File: src/rtl/fetch_stage_pkg.sv
//==============================================================================
// Module      : fetch_stage_pkg
// Description : Shared constants for the fetch stage: reset PC, opcodes and
//               instruction field positions.
// Revision    : 1.0 - initial release
//==============================================================================
`default_nettype none

package fetch_stage_pkg;

    localparam logic [31:0] c_reset_pc_default = 32'h0000_0000;

    localparam logic [5:0] c_op_rtype = 6'h00;
    localparam logic [5:0] c_op_j     = 6'h02;
    localparam logic [5:0] c_op_jal   = 6'h03;
    localparam logic [5:0] c_op_beq   = 6'h04;
    localparam logic [5:0] c_op_addi  = 6'h08;
    localparam logic [5:0] c_op_lw    = 6'h23;
    localparam logic [5:0] c_op_sw    = 6'h2B;

    localparam int c_opcode_msb = 31;
    localparam int c_opcode_lsb = 26;
    localparam int c_target_msb = 25;
    localparam int c_target_lsb = 0;
    localparam int c_imm_msb    = 15;
    localparam int c_imm_lsb    = 0;

    function automatic logic [31:0] word_align(input logic [31:0] a);
        return {a[31:2], 2'b00};
    endfunction

endpackage

`default_nettype wire

File: src/rtl/fetch_stage_if.sv
//==============================================================================
// Module      : fetch_stage_if
// Description : Decode-control, instruction-memory and IF/ID bundle.
// Revision    : 1.0 - initial release
//==============================================================================
`default_nettype none

interface fetch_stage_if;
    logic        stall;
    logic        branch;
    logic        zero;
    logic        jump;
    logic        jr;
    logic [31:0] branch_imm;
    logic [31:0] jr_addr;
    logic [31:0] imem_addr;
    logic        imem_req;
    logic [31:0] imem_rdata;
    logic        imem_ready;
    logic [31:0] instr_id;
    logic [31:0] pc_plus4_id;
    logic        valid_id;

    modport master (
        input  stall, branch, zero, jump, jr, branch_imm, jr_addr,
        input  imem_rdata, imem_ready,
        output imem_addr, imem_req, instr_id, pc_plus4_id, valid_id
    );

    modport slave (
        output stall, branch, zero, jump, jr, branch_imm, jr_addr,
        output imem_rdata, imem_ready,
        input  imem_addr, imem_req, instr_id, pc_plus4_id, valid_id
    );
endinterface

`default_nettype wire

File: src/rtl/fetch_stage_next_pc.sv
//==============================================================================
// Module      : next_pc
// Description : Combinational next-PC select: hold, redirect target, PC+4.
// Revision    : 1.0 - initial release
//==============================================================================
`default_nettype none

module next_pc
    import fetch_stage_pkg::*;
(
    input  logic [31:0] pc_i,
    input  logic [31:0] pc_plus4_id_i,
    input  logic [25:0] target_i,
    input  logic        valid_id_i,
    input  logic        stall_i,
    input  logic        branch_i,
    input  logic        zero_i,
    input  logic        jump_i,
    input  logic        jr_i,
    input  logic        imem_ready_i,
    input  logic [31:0] branch_imm_i,
    input  logic [31:0] jr_addr_i,
    output logic [31:0] pc_plus4_o,
    output logic        redirect_o,
    output logic [31:0] pc_d_o
);
    logic [31:0] w_target;
    logic        w_unused_imm_hi;

    // Word offset shifted to bytes; the top two offset bits fall off.
    assign w_unused_imm_hi = ^branch_imm_i[31:30];

    assign pc_plus4_o = pc_i + 32'd4;
    assign redirect_o = valid_id_i & ~stall_i & (jr_i | jump_i | (branch_i & zero_i));

    always_comb begin
        w_target = pc_plus4_id_i + {branch_imm_i[29:0], 2'b00};
        if (jr_i) begin
            w_target = word_align(jr_addr_i);
        end else if (jump_i) begin
            w_target = {pc_plus4_id_i[31:28], target_i, 2'b00};
        end
    end

    always_comb begin
        pc_d_o = pc_i;
        if (!stall_i) begin
            if (redirect_o) begin
                pc_d_o = w_target;
            end else if (imem_ready_i) begin
                pc_d_o = pc_plus4_o;
            end
        end
    end

endmodule

`default_nettype wire

File: src/rtl/fetch_stage.sv
//==============================================================================
// Module      : fetch_stage
// Description : Instruction fetch: PC register, IF/ID pipeline register.
// Revision    : 1.0 - initial release
//==============================================================================
`default_nettype none

module fetch_stage
    import fetch_stage_pkg::*;
#(
    parameter logic [31:0] RESET_PC = c_reset_pc_default
) (
    input  logic          clk,
    input  logic          rst,
    fetch_stage_if.master bus
);
    logic [31:0] pc_q;
    logic [31:0] pc_d;
    logic [31:0] instr_id_q;
    logic [31:0] pc_plus4_id_q;
    logic        valid_id_q;
    logic [31:0] w_pc_plus4;
    logic        w_redirect;

    next_pc u_next_pc (
        .pc_i          (pc_q),
        .pc_plus4_id_i (pc_plus4_id_q),
        .target_i      (instr_id_q[c_target_msb:c_target_lsb]),
        .valid_id_i    (valid_id_q),
        .stall_i       (bus.stall),
        .branch_i      (bus.branch),
        .zero_i        (bus.zero),
        .jump_i        (bus.jump),
        .jr_i          (bus.jr),
        .imem_ready_i  (bus.imem_ready),
        .branch_imm_i  (bus.branch_imm),
        .jr_addr_i     (bus.jr_addr),
        .pc_plus4_o    (w_pc_plus4),
        .redirect_o    (w_redirect),
        .pc_d_o        (pc_d)
    );

    // A redirect squashes whatever the wrong-path fetch returned this cycle.
    always_ff @(posedge clk or posedge rst) begin
        if (rst) begin
            pc_q          <= RESET_PC;
            instr_id_q    <= 32'd0;
            pc_plus4_id_q <= 32'd0;
            valid_id_q    <= 1'b0;
        end else begin
            pc_q <= pc_d;
            if (!bus.stall) begin
                if (w_redirect) begin
                    valid_id_q <= 1'b0;
                end else if (bus.imem_ready) begin
                    instr_id_q    <= bus.imem_rdata;
                    pc_plus4_id_q <= w_pc_plus4;
                    valid_id_q    <= 1'b1;
                end else begin
                    valid_id_q <= 1'b0;
                end
            end
        end
    end

    assign bus.imem_addr   = pc_q;
    assign bus.imem_req    = ~rst & ~bus.stall;
    assign bus.instr_id    = instr_id_q;
    assign bus.pc_plus4_id = pc_plus4_id_q;
    assign bus.valid_id    = valid_id_q;

endmodule

`default_nettype wire

File: src/flat_wrapper.sv
// flat-port wrapper written by rule: the top's interface ports become plain ports
module fetch_stage_flat import fetch_stage_pkg::*;
#(
    parameter logic [31:0] RESET_PC = c_reset_pc_default
)
  (clk, rst, bus_stall, bus_branch, bus_zero, bus_jump, bus_jr, bus_branch_imm, bus_jr_addr, bus_imem_rdata, bus_imem_ready, bus_imem_addr, bus_imem_req, bus_instr_id, bus_pc_plus4_id, bus_valid_id);
  fetch_stage_if bus_i ();
  input  logic clk;
  input  logic rst;
  input wire logic [$bits(bus_i.stall)-1:0] bus_stall;
  input wire logic [$bits(bus_i.branch)-1:0] bus_branch;
  input wire logic [$bits(bus_i.zero)-1:0] bus_zero;
  input wire logic [$bits(bus_i.jump)-1:0] bus_jump;
  input wire logic [$bits(bus_i.jr)-1:0] bus_jr;
  input wire logic [$bits(bus_i.branch_imm)-1:0] bus_branch_imm;
  input wire logic [$bits(bus_i.jr_addr)-1:0] bus_jr_addr;
  input wire logic [$bits(bus_i.imem_rdata)-1:0] bus_imem_rdata;
  input wire logic [$bits(bus_i.imem_ready)-1:0] bus_imem_ready;
  output wire logic [$bits(bus_i.imem_addr)-1:0] bus_imem_addr;
  output wire logic [$bits(bus_i.imem_req)-1:0] bus_imem_req;
  output wire logic [$bits(bus_i.instr_id)-1:0] bus_instr_id;
  output wire logic [$bits(bus_i.pc_plus4_id)-1:0] bus_pc_plus4_id;
  output wire logic [$bits(bus_i.valid_id)-1:0] bus_valid_id;
  assign bus_i.stall = bus_stall;
  assign bus_i.branch = bus_branch;
  assign bus_i.zero = bus_zero;
  assign bus_i.jump = bus_jump;
  assign bus_i.jr = bus_jr;
  assign bus_i.branch_imm = bus_branch_imm;
  assign bus_i.jr_addr = bus_jr_addr;
  assign bus_i.imem_rdata = bus_imem_rdata;
  assign bus_i.imem_ready = bus_imem_ready;
  assign bus_imem_addr = bus_i.imem_addr;
  assign bus_imem_req = bus_i.imem_req;
  assign bus_instr_id = bus_i.instr_id;
  assign bus_pc_plus4_id = bus_i.pc_plus4_id;
  assign bus_valid_id = bus_i.valid_id;
  fetch_stage #(.RESET_PC(RESET_PC)) u_core (.clk(clk), .rst(rst), .bus(bus_i));
endmodule
File: config.mk
export PLATFORM = sky130hd
export DESIGN_NAME = fetch_stage_flat
export DESIGN_NICKNAME = d
export VERILOG_FILES = /design/src/rtl/fetch_stage_pkg.sv /design/src/rtl/fetch_stage_if.sv /design/src/rtl/fetch_stage_next_pc.sv /design/src/rtl/fetch_stage.sv /design/src/flat_wrapper.sv
export SDC_FILE = /design/constraint.sdc
export NUM_CORES = 1
export LEC_CHECK = 0
export BUFFER_PORTS_ARGS = -buffer_cell sky130_fd_sc_hd__buf_2
export CAP_MARGIN = 20
export CORE_MARGIN = 5
export CORE_UTILIZATION = 57
export DETAILED_ROUTE_END_ITERATION = 10
export PLACE_DENSITY = 0.95
export SLEW_MARGIN = 30
export SYNTH_ARGS = -nofsm -noshare
export SYNTH_HDL_FRONTEND = slang
export SYNTH_SLANG_ARGS = --single-unit
File: constraint.sdc
create_clock -name clk -period 5.6 [get_ports clk]
set_input_delay 0.56 -clock clk [delete_from_list [all_inputs] [get_ports clk]]
set_output_delay 0.56 -clock clk [all_outputs]
set_load 0.05 [all_outputs]
# Word level (Yosys, flattened, before mapping)
# Index checks and enable logic that the tools add are counted.
[totals]
ff_bits = 97
input_bits = 104
[op_classes]
add_sub_neg = 2
mux = 6
n_bitwise = 9
reduce_logical = 3
[ops]
columns = ["op", "count"]
rows = [
  ["$mux W32", 4],
  ["$add A32 B3 Y32 const B", 1],
  ["$add A32 B32 Y32", 1],
  ["$and A1 B1 Y1", 4],
  ["$not A1 Y1", 3],
  ["$reduce_and A3 Y1", 1],
  ["$mux W1", 2],
  ["$or A1 B1 Y1", 2],
  ["$reduce_and A2 Y1", 1],
  ["$reduce_bool A2 Y1", 1],
]

# Longest topological paths before layout
[depth]
ltp_word = 5
depth_mapped = 11

# Hierarchy
# From an unflattened synthesis, not the netlist that was laid out.
[unflattened]
hier_cells = 687
hier_area_um2 = 6571.3
[by_module_without_submodules]
columns = ["module", "instances", "cells_each", "area_each_um2"]
rows = [
  ["next_pc", 1, 515, 3326.9],
  ["fetch_stage", 1, 172, 3244.4],
]

# Worst setup path before layout
# OpenSTA, ideal clock, no wires.
[synth_timing]
kind = "register to register"
start = "register u_core.pc_plus4_id_q[2], in the netlist u_core.bus.pc_plus4_id[2]"
end = "register u_core.pc_q[30], in the netlist u_core.bus.imem_addr[30]"
setup_ps = 126
arrival_time_ps = 2987
setup_slack_ps = 2487
stages_incl_launch_ff = 12
cell_sequence = "dfrtp_1 > ha_1 > fa_1 > a21oi_1 > nand4b_1 > a31oi_2 > o32ai_4 > o211ai_2 > a2111oi_2 > nor4_1 > xor2_1 > a221o_1"
[synth_between]
elab_chain_len = 4
[synth_lines]
columns = ["element", "line_no", "rtl"]
rows = [
  ["start, declared", "fetch_stage.sv:20", "logic [31:0] pc_plus4_id_q;"],
  ["start signal, assigned", "fetch_stage.sv:57", "pc_plus4_id_q <= w_pc_plus4;"],
  ["$add A32 B32 Y32", "fetch_stage_next_pc.sv:37", "w_target = pc_plus4_id_i + {branch_imm_i[29:0], 2'b00};"],
  ["$mux W32", "fetch_stage_next_pc.sv:40", "end else if (jump_i) begin"],
  ["$mux W32", "fetch_stage_next_pc.sv:38", "if (jr_i) begin"],
  ["$mux W32", "fetch_stage_next_pc.sv:48", "if (redirect_o) begin"],
  ["end signal, assigned", "fetch_stage.sv:51", "pc_q <= pc_d;"],
  ["end, declared", "fetch_stage.sv:17", "logic [31:0] pc_q;"],
]
# No other way between the ends.
# A chain may end at the register's enable or synchronous reset.

# Worst setup path after layout
[layout_timing]
start = "register u_core.pc_plus4_id_q[2], in the netlist u_core.bus.pc_plus4_id[2]"
end = "register u_core.pc_q[20], in the netlist u_core.bus.imem_addr[20]"
# Same word-level chain as after synthesis.

==> results by group <==
Worst setup path
  • Peak fanout along the critical path: 3
  • CP endpoint kind: register
  • Worst reg2reg startpoint: u_core.bus.pc_plus4_id[2]
  • Worst Path Arrival: 3670 ps
  • Required time of the critical path: ~6000 ps
  • Startpoint Class: register
  • Launch point of the worst path: u_core.bus.pc_plus4_id[2]
  • Worst flop-to-flop path endpoint: u_core.bus.imem_addr[20]
  • Worst setup path class: reg2reg
  • Flop-to-flop setup slack: 2160 ps
  • Worst Reg-to-Reg Cells: 11

Power and ir drop
  • NetSw: 2010 uW
  • P_int: just under 2000 uW
  • Sw Ratio: between 50% and 60%
  • Tot Pwr: 3980 uW
  • Leak Pwr: between 0.003 and 0.004 uW
  • Pwr dens: 504 nW/um2
  • Clock power share: 17.0%
  • Share of total power in sequential cells: about 29%
  • Comb pwr share: a little over half
  • Maximum vdd drop: approximately 0.00034 V

Yosys
  • EDFF count, synth: 0
  • Ys flop type: dfrtp_1
  • Mapped Cells: around 740
  • Mapped Nets: between 800 and 900
  • Syn_area_per_cell: about 9 um2
  • Flops & latches, synth: 97
  • Async set or reset register ratio after synthesis: 100%
  • Ys Warns: 0
  • Synth unique cells: between 50 and 60
  • Share of the synthesized area in the top cell type: between 30% and 40%
  • Synth area leaders: dfrtp_1 37%, mux2_2 6.0%, nand2_1 6.0%
  • Mapped Area: 6560 um2
  • Sequential fraction of the synthesis area: between 30% and 40%
  • Synth area leader: dfrtp_1

Clocking
  • Clock net sink count: between 90 and 100
  • Post-CTS sizing: 0
  • Post-CTS Setup Repair Bufs: 0
  • Skew-Pair Late Insertion Delay: roughly 350 ps
  • Clock Tree Root: clkbuf_16
  • CTS Buf Count: 9
  • CTS tree: done
  • Hold-fix buffers, CTS: 0
  • Max Buffers Root-to-Sink: 2
  • Clk pin slew, worst setup/hold paths: ~70 ps
  • H-tree depth: 3

Final layout
  • Final Cell Area: between 7000 and 8000 um2
  • # diodes: 0
  • Area Overhead vs Synth: 20.7%
  • Nets: 1041
  • Most common cell after layout, fill and taps aside: buf_2
  • Share of cells above drive strength 1: between 20% and 30%
  • Most frequent cells in the layout: 197 x buf_2, 103 x nand2_1, 97 x dfrtp_1, 49 x o21ai_0, 44 x xor2_1

STA
  • Max-Slew Margin vs Limit: 41.8%
  • Unrepaired setup endpoints after global routing: no
  • Final WS setup: about 2200 ps
  • Max frequency: 291 MHz
  • Fin crit period: approximately 3400 ps
  • Worst Tran Pin Value: slightly below 900 ps
  • Period utilization: between 60 and 70%
  • Max-slew violation count: 0
  • Hold WS: 291 ps
  • Final setup vio count: 0
  • Setup_tns: 0 ps
  • Final Hold Vio Count: 0
  • Post-Route Skew: 6.70 ps

Hold path
  • Worst hold path class: in2async

Detailed routing
  • Vias per cell: a little under 6
  • Final ANT Viol Nets: 0
  • Wire length per cell: approximately 19 um
  • DRC viols: 0
  • DR vias: around 6300
  • First-pass DRT Iterations: 5
  • Drt initial violations: ~520
  • Final wirelength: roughly 20000 um

Place
  • Pre-CTS WS: 2040 ps
  • Hpwl dp: between 10000 and 15000 um
  • Post-DP Area: ~7600 um2
  • Quantity of I/O buffers inserted on ports: 197
  • GP Congestion: a little under 1

Die
  • Initial Util: 57.7%
  • Number of I/O pins: 202
  • Die X-Extent: ~120 um
  • Die H: between 100 and 150 um
  • Full die area: between 10000 and 15000 um2
  • Row count: 39
  • Core area: 11400 um2

Global route
  • First-pass GRT wire length: between 30000 and 40000 um
  • GRT Total Usage: 28.2%
  • Vias in the first global route: between 5000 and 6000
  • Initial antenna violation count: 1
  • GR Overflow Total: 0
  • Largest net degree at the start of global routing: 80

Status
  • Status: complete, no violations

Run
  • Max Cap Violations: 0
logic make-up (layout without fill, tap and decap cells):
kind of cell    Yosys count  in the layout  share of synthesized area, %
flops                    97             97                          37.0
compound gates          200            200                          19.7
mux                      43             43                          7.23
xor+xnor                 79             79                          10.6
fa+ha+maj                31             31                          6.03
simple gates            231            231                          15.9
buf+inv                  56            230                          3.59
power by group through the flow:
stage	registers [uW]	logic [uW]	clock network [uW]
after floorplan	1770	972	0
after global placement	1130	2090	0
after detailed placement	1140	2130	0
after CTS	1130	2150	681
after global routing	1170	2310	708
final	1140	2170	677
synth_stat cells (5+ instances only):
library cell and count:
and3_1 11, nor2b_1 6, o21a_1 12, a211oi_1 12, dfrtp_1 97, clkbuf_1 34
ha_1 30, inv_1 10, or3_1 5, o21ai_1 27, nor3_1 18, nor2_1 42
o21ai_0 49, a21oi_1 34, nand4_1 8, mux2_2 35, mux2i_1 8, a21o_1 14
xor2_1 44, nand3_1 24, buf_2 8, nand2_1 104, xnor2_1 35, o211ai_1 18
flip-flops by register name, summed over array words and instances (netlist names):
| name | flops |
|---|---|
| u_core.bus.pc_plus4_id | 32 |
| u_core.bus.instr_id | 32 |
| u_core.bus.imem_addr | 32 |
| u_core.bus.valid_id | 1 |
final cells by class:
type	count	area [um2]
inverter	10	40.0
timing repair buffer	204	1040
multi-input combinational	584	3910
fill	897	3460
clock inverter	5	78.8
clock buffer	11	243
sequential	97	2430
tap	143	179
worst max-delay path, cell delays in order (launching register included):
cell and delay, ps:
dfrtp_1 390, ha_1 240, fa_1 410, a21oi_1 210, nand4b_1 240, a31oi_2 170
or3_1 410, a31oi_1 430, o21ai_1 160, xor2_1 230, mux2i_1 100, a221oi_1 330
metal layers:
metal  track usage, %  part of all wire [%]
met1             39.1                    41
met2             43.7                    46
met3             5.91                   9.5
met4             10.7                   3.1
met5                0                 0.036
worst max-delay path by stage:
stage	depth (start not counted)	to	slack, ps
2_1_floorplan	11	u_core.bus.imem_addr[30]	2490
6_report	11	u_core.bus.imem_addr[20]	2160
3_3_place_gp	8	u_core.bus.instr_id[4]	2100
3_5_place_dp	8	u_core.bus.instr_id[30]	2040
5_1_grt	11	u_core.bus.imem_addr[20]	2060
4_1_cts	11	u_core.bus.imem_addr[20]	2260
stage by stage:
stage | instances | utilization [%]
after floorplan | 737 | -
after global placement | 1038 | 66.8
after detailed placement | 1038 | 66.8
after CTS | 1054 | 69.6
after global routing | 1054 | 69.6
final | 1054 | 69.6
Power figures use the tool's default switching activity.
